===== config.mk =====
export PLATFORM = sky130hd
export DESIGN_NAME = game_ctrl
export DESIGN_NICKNAME = d
export VERILOG_FILES = /design/src/rtl/game_ctrl.sv
export SDC_FILE = /design/constraint.sdc
export NUM_CORES = 1
export LEC_CHECK = 0
export ABC_AREA = 1
export BUFFER_PORTS_ARGS = -buffer_cell sky130_fd_sc_hd__clkbuf_2
export CAP_MARGIN = 20
export CORE_MARGIN = 2
export CORE_UTILIZATION = 30
export CTS_CLUSTER_SIZE = 10
export DETAILED_ROUTE_END_ITERATION = 8
export SKIP_CTS_REPAIR_TIMING = 1
export SLEW_MARGIN = 25
export SYNTH_ARGS = -nofsm -noshare
export SYNTH_HDL_FRONTEND = slang
export SYNTH_SLANG_ARGS = --single-unit

===== constraint.sdc =====
create_clock -name clk -period 3.4 [get_ports clk]
set_clock_uncertainty 0.1 [all_clocks]
set_input_delay 1.02 -clock clk [delete_from_list [all_inputs] [get_ports clk]]
set_output_delay 1.02 -clock clk [all_outputs]
set_load 0.03 [all_outputs]

===== src/rtl/game_ctrl.sv =====
// Game flow controller for the flappy-bird datapath: IDLE -> PLAY -> OVER,
// with collision debouncing over frame ticks, a restart hold-off and a best-score register.
module game_ctrl #(
  parameter int BIRD_X_L   = 300,
  parameter int BIRD_X_R   = 320,
  parameter int BIRD_H     = 20,
  parameter int FLOOR_Y    = 460,
  parameter int HIT_FRAMES = 2,
  parameter int OVER_HOLD  = 60
) (
  input  logic       clk,
  input  logic       reset,
  input  logic       Btn,
  input  logic       Tick,
  input  logic [9:0] Bird_Y,
  input  logic [9:0] X_Edge_L,
  input  logic [9:0] X_Edge_R,
  input  logic [9:0] Gap_Top,
  input  logic [9:0] Gap_Bot,
  input  logic [3:0] Score,
  output logic       Start,
  output logic       Stop,
  output logic       Ack,
  output logic       Q_Idle,
  output logic       Q_Play,
  output logic       Q_Over,
  output logic [3:0] Best
);

  typedef enum logic [2:0] {
    IDLE = 3'b001,
    PLAY = 3'b010,
    OVER = 3'b100
  } state_t;

  localparam logic [10:0] X_L_W    = 11'(BIRD_X_L);
  localparam logic [10:0] X_R_W    = 11'(BIRD_X_R);
  localparam logic [10:0] H_W      = 11'(BIRD_H);
  localparam logic [10:0] FLOOR_W  = 11'(FLOOR_Y);
  localparam logic [3:0]  HIT_MAX  = 4'(HIT_FRAMES);
  localparam logic [7:0]  HOLD_MAX = 8'(OVER_HOLD);

  state_t     state_q, state_d;
  logic       btn_q, btn_d;
  logic       start_q, start_d;
  logic       ack_q, ack_d;
  logic       stop_q, stop_d;
  logic [3:0] best_q, best_d;
  logic [2:0] hit_q, hit_d;
  logic [7:0] hold_q, hold_d;

  logic        rise;
  logic [10:0] bird_bot;
  logic        pipe_hit;
  logic        floor_hit;
  logic        col;
  logic [3:0]  hit_inc;

  // Bottom row is formed at 11 bits so a bird near row 1023 still reads as below the floor.
  assign bird_bot  = {1'b0, Bird_Y} + H_W;
  assign pipe_hit  = ({1'b0, X_Edge_L} <= X_R_W) && ({1'b0, X_Edge_R} >= X_L_W) &&
                     ((Bird_Y < Gap_Top) || (bird_bot > {1'b0, Gap_Bot}));
  assign floor_hit = (bird_bot >= FLOOR_W);
  assign col       = pipe_hit || floor_hit;
  assign rise      = Btn & ~btn_q;
  assign hit_inc   = {1'b0, hit_q} + 4'd1;

  always_comb begin
    state_d = state_q;
    btn_d   = Btn;
    start_d = 1'b0;
    ack_d   = 1'b0;
    stop_d  = stop_q;
    best_d  = best_q;
    hit_d   = hit_q;
    hold_d  = hold_q;

    unique case (state_q)
      IDLE: begin
        if (rise) begin
          start_d = 1'b1;
          hit_d   = 3'd0;
          stop_d  = 1'b0;
          state_d = PLAY;
        end
      end

      PLAY: begin
        if (Tick) begin
          if (col) begin
            if (hit_inc >= HIT_MAX) begin
              hit_d   = HIT_MAX[2:0];
              hold_d  = 8'd0;
              stop_d  = 1'b1;
              state_d = OVER;
              if (Score > best_q) begin
                best_d = Score;
              end
            end else begin
              hit_d = hit_inc[2:0];
            end
          end else begin
            hit_d = 3'd0;
          end
        end
      end

      OVER: begin
        // The restart test sees hold_q before this cycle's Tick is counted.
        if (rise && (hold_q == HOLD_MAX)) begin
          ack_d   = 1'b1;
          stop_d  = 1'b0;
          state_d = IDLE;
        end else if (Tick && (hold_q != HOLD_MAX)) begin
          hold_d = hold_q + 8'd1;
        end
      end

      default: begin
        state_d = IDLE;
        stop_d  = 1'b0;
      end
    endcase
  end

  always_ff @(posedge clk) begin
    if (reset) begin
      state_q <= IDLE;
      btn_q   <= 1'b1;
      start_q <= 1'b0;
      ack_q   <= 1'b0;
      stop_q  <= 1'b0;
      best_q  <= 4'd0;
      hit_q   <= 3'd0;
      hold_q  <= 8'd0;
    end else begin
      state_q <= state_d;
      btn_q   <= btn_d;
      start_q <= start_d;
      ack_q   <= ack_d;
      stop_q  <= stop_d;
      best_q  <= best_d;
      hit_q   <= hit_d;
      hold_q  <= hold_d;
    end
  end

  assign Start  = start_q;
  assign Stop   = stop_q;
  assign Ack    = ack_q;
  assign Q_Idle = state_q[0];
  assign Q_Play = state_q[1];
  assign Q_Over = state_q[2];
  assign Best   = best_q;

endmodule


### Yosys cells after proc, flatten, opt, wreduce, memory -nomap -nowiden

Index checks and enable logic that the tools add are counted.

| cells by class | value |
|---|---|
| add/sub/neg operators | 3 |
| magnitude comparators | 7 |
| equal/unequal tests | 12 |
| muxes and demuxes | 25 |
| bitwise logic cells | 4 |
| reduce and logical (&&, ||, !) cells | 14 |

Operators with widths:

| operator | number |
|---|---|
| $mux 8 | 5 |
| $mux 3 | 9 |
| $pmux 8 s2 | 1 |
| $ne 2x2->1 const B | 7 |
| $add 10x5->11 const B | 1 |
| $ge 11x9->1 const B | 1 |
| $gt 11x10->1 | 1 |
| $ge 10x9->1 const B | 1 |
| $le 10x9->1 const B | 1 |
| $lt 10x10->1 | 1 |
| $reduce_and 5->1 | 2 |
| $pmux 3 s3 | 1 |
| $add 8x1->8 const B | 1 |
| $eq 8x6->1 const B | 1 |
| $ne 8x6->1 const B | 1 |
| $mux 1 | 7 |
| $pmux 3 s2 | 1 |
| $reduce_and 6->1 | 1 |
| $add 3x1->4 const B | 1 |
| $ge 4x2->1 const B | 1 |
| $gt 4x4->1 | 1 |
| $logic_and 1x1->1 | 4 |
| $reduce_bool 2->1 | 2 |
| $reduce_or 2->1 | 2 |
| 8 further kinds | 11 |

| storage, ports and cells | value |
|---|---|
| bits in registers | 22 |
| input port bits | 58 |
| word-level logic and storage cells | 73 |

### Depth between registers and ports, before layout

Gate-level depths: netlist of the first run.

| logic depth | value |
|---|---|
| word-level depth | 8 |
| depth in mapped cells | 21 |
| gate-level depth less buffers | 21 |

### Worst setup path after synthesis of the first run

OpenSTA, ideal clock, no wires.

| timing | value |
|---|---|
| path type | input -> register |
| start point | input port Bird_Y[2] |
| end point | register hold_q[1] |
| library setup time | 0.114 ns |
| data arrival time | 2.936 ns |
| data required time | 3.186 ns |
| setup slack | 0.250 ns |
| stages on the path | 21 |
| buffers on the path | 0 |
| path through | ha_1 -> nor2_2 -> nor2_2 -> or2_1 -> nand2_1 -> inv_1 -> ha_1 -> nand2_1 -> inv_1 -> a21oi_1 -> nand2_1 -> nand2_1 -> nand2_1 -> nand2_1 -> nand2_1 -> nand2_1 -> nand3_4 -> nand3_4 -> nand2_1 -> nand2_1 -> nor2_1 |

| between the ends | value |
|---|---|
| word-level cells in the longest chain between the ends | 7 |

Ends and longest elaborated chain:

| element | RTL line | text |
|---|---|---|
| from (decl) | 15 | `input logic [9:0] Bird_Y,` |
| $add 10x5->11 | 60 | `assign bird_bot = {1'b0, Bird_Y} + H_W;` |
| $gt 11x10->1 | 62 | `((Bird_Y < Gap_Top) \|\| (bird_bot > {1'b0, Gap_Bot}));` |
| $logic_or 1x1->1 | 62 |  |
| $logic_and 1x1->1 | 61 | `assign pipe_hit = ({1'b0, X_Edge_L} <= X_R_W) && ({1'b0, X_Edge_R} >= X_L_W) &&` |
| $logic_or 1x1->1 * | 64 | `assign col = pipe_hit \|\| floor_hit;` |
| $ne 2x2->1 (no source line) * | - |  |
| $reduce_and 6->1 (no source line) * | - |  |
| to (signal assigned) | 144 | `hold_q <= hold_d;` |
| to (decl) | 50 | `logic [7:0] hold_q, hold_d;` |

Every way passes the cells marked *; elsewhere a longest branch is shown, timed or not.
A chain may end at the register's enable or synchronous reset.

### Worst setup path after layout of the first run

Same ends and word-level chain as after synthesis.

==> results of run 1 <==
==> state kept, by name (all words and copies together), names as in the netlist <==
signal and cells:
hit_q 3, hold_q 8, Ack 1, Start 1, Stop 1, btn_q 1
Best 4, state_q 3
==> logic make-up (layout without fill, tap and decap cells) <==
kind of cell / after synthesis / in the layout / share of synthesized area
AND/OR/NAND/NOR: 154 / 155 / 0.350
adder cells (fa/ha/maj): 29 / 29 / 0.174
buffers and inverters: 64 / 139 / 0.115
AO/OA/AOI/OAI: 38 / 38 / 0.116
XOR/XNOR: 8 / 8 / 0.0336
flip-flops: 22 / 22 / 0.211
==> where the power goes <==
part           total [uW]  switching, uW  internal (uW)
Clock                 196           92.4            103
Combinational         255            153            102
Sequential            278           10.5            268
==> critical path, cell delays in order <==
cell and delay (ps):
clkbuf_2 90, ha_2 180, nor2_2 100, nor2_2 60
or2_1 200, nand2_1 80, inv_1 50, ha_1 280
nand2_1 70, nor2_1 140, nand2_1 70, nand2_1 50
nand2_1 40, nand2_1 50, nand2_1 60, nand2_1 80
nand2_2 100, nand2_2 140, nand2_1 150, nand2_1 140
nor2_1 60
==> stage by stage <==
stage	instance area [um^2]	instances	util	total power, uW
finish	2640	471	0.391	729
global route	2640	471	0.391	787
CTS	2600	468	0.384	733
detailed placement	2540	464	0.376	536
global placement	2540	464	0.376	530
floorplan	2080	315	-	450
==> final timing paths <==
kind                   start         to  slack [ps]
hold / removal          Stop       Stop         360
setup / recovery   Bird_Y[2]  hold_q[1]         260
setup reg to reg  state_q[1]  hold_q[1]        1400
hold reg to reg         Stop       Stop         360
==> final cells by class <==
| class | instances | area share |
|---|---|---|
| clock buffers | 4 | 0.0208 |
| inverters | 63 | 0.0895 |
| multi-input cells | 230 | 0.542 |
| flip-flops and latches | 22 | 0.167 |
| well taps | 80 | 0.0379 |
| repair buffers | 72 | 0.143 |
==> synthesized netlist by cell type, drive strengths merged <==
| cell | n | area share |
|---|---|---|
| o21bai | 2 | 0.0072 |
| a21oi | 23 | 0.071 |
| a21o | 2 | 0.0072 |
| dfxtp | 22 | 0.21 |
| xor2 | 5 | 0.021 |
| o21ai | 7 | 0.017 |
| a211oi | 1 | 0.0036 |
| nand4 | 12 | 0.036 |
| a31oi | 2 | 0.0060 |
| o211ai | 1 | 0.0036 |
| clkinv | 1 | 0.0018 |
| or2 | 2 | 0.0060 |
| xnor2 | 3 | 0.013 |
| inv | 62 | 0.11 |
| nand3 | 17 | 0.062 |
| clkbuf | 1 | 0.0018 |
| and3 | 1 | 0.0030 |
| ha | 29 | 0.17 |
| nor2 | 42 | 0.082 |
| nand2 | 74 | 0.14 |
| nor3 | 6 | 0.020 |
==> metal layers <==
metal  track usage  wire length, um  vias to the layer above
met5             0                0                        -
li1              -                -                     1160
met1         0.152             2220                      932
met2         0.246             2380                       28
met4        0.0266               21                        0
met3        0.0246              163                        4
==> run metrics, run 1 <==
status=finished clean; vias in the first global route=slightly above 2k; nets=479; core box area=6760 um^2; total grt overflow=0; measured slew at the worst slew-check pin=492 ps; Via density=4.51; Hold WC Path Type=reg2reg; post-synthesis sequential area ratio=0.211; Net Count, Synth=402; routed len/inst=just over 10 um; clk sinks=22; Port Buffer Count=65; IO Pins=68; sequential cell area=440 um^2; TritonCTS Buffers=3; CTS tree=done; Synth Register Bits=22; CP Data Arrival Time=about 3200 ps; Static Leak=roughly 0.0014 uW; min cycle time layout=3140 ps; Die Span Y=87.3 um; num rows=30; Layout fillers=754; Peak Freq=around 0.32 GHz; Starting Density=0.308; n_diodes=0; Die Area=~7600 um^2; setup tns final=0 ps; Final Hold Violating Endpoints=0; Routed Antenna Nets=0; first-pass GRT wire length=8.25 mm; CP endpoint kind=flop; Startpoint Class=input port; unrepaired setup endpoints after global routing=no; Die X=87.3 um; H-Tree Depth=1; initial antenna violation count=0; DRT Pass-1 Iters=4; Yosys warning count=0; synthesized area=roughly 2100 um^2; clk buf depth=2; CP required=roughly 3500 ps; Worst R2R Path Depth=7; fin. max-slew vios=0; commonest non-fill, non-tap cells in the layout=67 x nand2_1, 65 x clkbuf_2, 59 x inv_1; routed via count=2124; pin count of the biggest net entering global routing=14; clk slew on worst S/H paths=80 ps; commonest non-fill, non-tap cell in the layout=nand2_1; Clock Tree Root=clkbuf_8; P per Cell Area=276 nW/um^2; Worst Path Class, Setup=in2reg; Synth Instances=between 300 and 400; synthesized area per cell=6.61 um^2; detailed placement HPWL=4.02 mm; drt initial violations=70; worst ir drop on vdd=0.000145 V; area growth from synthesis to layout=26.8%; Post-Route WL=4.78 mm; share of cells above drive strength 1=0.281; Final Wtd Congestion=~0.75; hold-critical path depth=2; Yosys cell types=30; number of remaining DRC errors=0; Max Cap Violations=0; final setup fails=0; hold_ws=362 ps; Worst-Skew Late Latency=270 ps; fin crit share=0.923; CP max FO=5; final worst slack=between 200 and 300 ps; Placement Setup Slack=-122 ps; area of the multi-input gates=approximately 1400 um^2; Total GRT Usage=0.131; worst rel slew slack=0.669
Note: power is estimated with default switching activity, not from simulation.
==> run 2: changes to the inputs <==
--- a/config.mk
+++ b/config.mk
@@ -8,7 +8,7 @@
 export ABC_AREA = 1
 export BUFFER_PORTS_ARGS = -buffer_cell sky130_fd_sc_hd__clkbuf_2
 export CAP_MARGIN = 20
-export CORE_MARGIN = 2
+export CORE_MARGIN = 4
 export CORE_UTILIZATION = 30
 export CTS_CLUSTER_SIZE = 10
 export DETAILED_ROUTE_END_ITERATION = 8
==> constraint.sdc (replaced) <==
create_clock -name clk -period 3.65 [get_ports clk]
set_clock_uncertainty 0.1 [all_clocks]
set_input_delay 1.095 -clock clk [delete_from_list [all_inputs] [get_ports clk]]
set_output_delay 1.095 -clock clk [all_outputs]
set_load 0.03 [all_outputs]
==> run 2 against run 1 <==
Effect of this change: wire length fell by 1.2%; global-route usage fell by 1.3 points; flip-flop and latch count did not move; final cell count fell by 1.1%; sequential share of layout area rose by 0.28 points; combinational power fell by 9.8%; largest power group unchanged; highest routed layer unchanged.
==> run metrics, run 2 (synthesized netlist as in run 1, its figures left out) <==
first-pass GRT wire length=8.46 mm; commonest non-fill, non-tap cell in the layout=nand2_1; pin count of the biggest net entering global routing=14; Starting Density=0.308; Worst Path Class, Setup=in2reg; Port Buffer Count=between 60 and 70; Static Leak=0.00138 uW; core box area=6760 um^2; P per Cell Area=276 nW/um^2; drt initial violations=69; CP required=3740 ps; Die X=91.3 um; measured slew at the worst slew-check pin=approximately 430 ps; H-Tree Depth=1; Total GRT Usage=0.117; fin crit share=0.900; fin cells=about 470; routed len/inst=10.1 um; Via density=approximately 4.5; initial antenna violation count=0; final setup fails=0; routed via count=around 2.1k; min cycle time layout=~3300 ps; Peak Freq=0.304 GHz; R2R setup slack=~1800 ps; Clock Tree Root=clkbuf_8; unrepaired setup endpoints after global routing=no; vias in the first global route=1998; Hold Path End=Stop; clk buf depth=2; number of remaining DRC errors=0; register with the most flip-flops=hold_q; Final Wtd Congestion=0.779; Post-Layout Inst Area=2600 um^2; Die Area=8340 um^2; CP bufs+invs=3; dpl cells=462; status=finished clean; Layout fillers=743; Startpoint Class=input port; met2 Use GR=0.214; num rows=30; GR Layer Usage met1=0.148; Die Span Y=~91 um; clk sinks=22; hold_ws=around 360 ps; clk slew on worst S/H paths=70 ps; met3 Use GR=0.0240; CP top delay family=simple AND/OR/NAND/NOR gates; fin. max-slew vios=0; Hold WC Path Type=reg2reg; worst ir drop on vdd=0.000180 V; WP depth=21; DRT Pass-1 Iters=4; detailed placement HPWL=4.04 mm; Routed Antenna Nets=0; gr busiest metal=met2; Worst-Skew Late Latency=between 200 and 300 ps; setup tns final=0 ps; placed cell area=about 2500 um^2; CP Data Arrival Time=around 3400 ps; area growth from synthesis to layout=24.7%; hold-critical path depth=2; slowest cell on the critical path=ha_1; Worst R2R Path Depth=8; n_diodes=0; CP endpoint kind=flop; CP most frequent cell=nand2_1; total grt overflow=0; hold path startpoint=Stop; CP peak stage delay=280 ps; worst-path cell chain=clkbuf_2, ha_1, nor2_2, nor2_2, or2_1, nand2_1, inv_1, ha_1, nand2_1, inv_1, a21oi_1, nand2_1, nand2_1, nand2_1, nand2_1, nand2_1, nand2_1, nand3_4, nand3_4, nand2_1, a21oi_2; Max Cap Violations=0; worst rel slew slack=0.711; IO Pins=68; CP max FO=10; FF-to-FF Start=state_q[1]; Final Hold Violating Endpoints=0; TritonCTS Buffers=3; CTS tree=done; share of cells above drive strength 1=0.262; max reg flops=8; nets=474; RR Endpoint=hold_q[5]; commonest non-fill, non-tap cells in the layout=68 x nand2_1, 65 x clkbuf_2, 59 x inv_1; Post-Route WL=roughly 4.7 mm
==> run 2: cell types whose count changed in the layout (fill, tap and decap cells not counted), sizes merged <==
cell	delta
buf	-4
bufinv	+1
nand3	-1
clkbuf	-1
==> run 2: power by group <==
| part | switching, uW | internal [uW] |
|---|---|---|
| Clock | 81.4 | 147 |
| Combinational | 138 | 91.8 |
| Sequential | 8.98 | 250 |
| Total | 228 | 488 |
==> run 2: area by class of cell <==
cell class                      instances  area [um^2]  share of cell area
Multi-Input combinational cell        229         1400               0.540
Sequential cell                        22          440               0.169
Timing Repair Buffer                   68          348               0.134
Inverter                               63          236              0.0910
Tap cell                               80          100              0.0385
Clock buffer                            3         41.3              0.0159
Clock inverter                          1         30.0              0.0116
==> run 2: worst max-delay path by stage <==
| stage | start | slack, ps | endpoint |
|---|---|---|---|
| after floorplan | Bird_Y[2] | 430 | hold_q[1] |
| after global placement | Bird_Y[2] | 70 | hold_q[1] |
| after detailed placement | Bird_Y[2] | 60 | hold_q[1] |
| after CTS | Bird_Y[2] | 350 | hold_q[5] |
| after global routing | Bird_Y[2] | 120 | hold_q[7] |
| final | Bird_Y[2] | 370 | hold_q[5] |
==> run 2: tightest hold or removal path, delay by kind of cell (launching register included) <==
kind,cells,cell delay (ps)
compound gates,1,50
flops,1,310
simple gates,1,60
==> run 2: per-layer routing <==
layer  vias to the layer above  share of wire
met5                         -              0
met4                         0         0.0028
met3                         2          0.035
met2                        29           0.50
met1                       912           0.46
li1                       1150              -
==> run 2: metrics by stage <==
stage	power (uW)	setup WS [ps]	utilization
CTS	726	347	0.385
global route	773	117	0.385
global placement	491	70.5	0.374
finish	716	365	0.385
detailed placement	495	64.9	0.374
floorplan	419	425	-
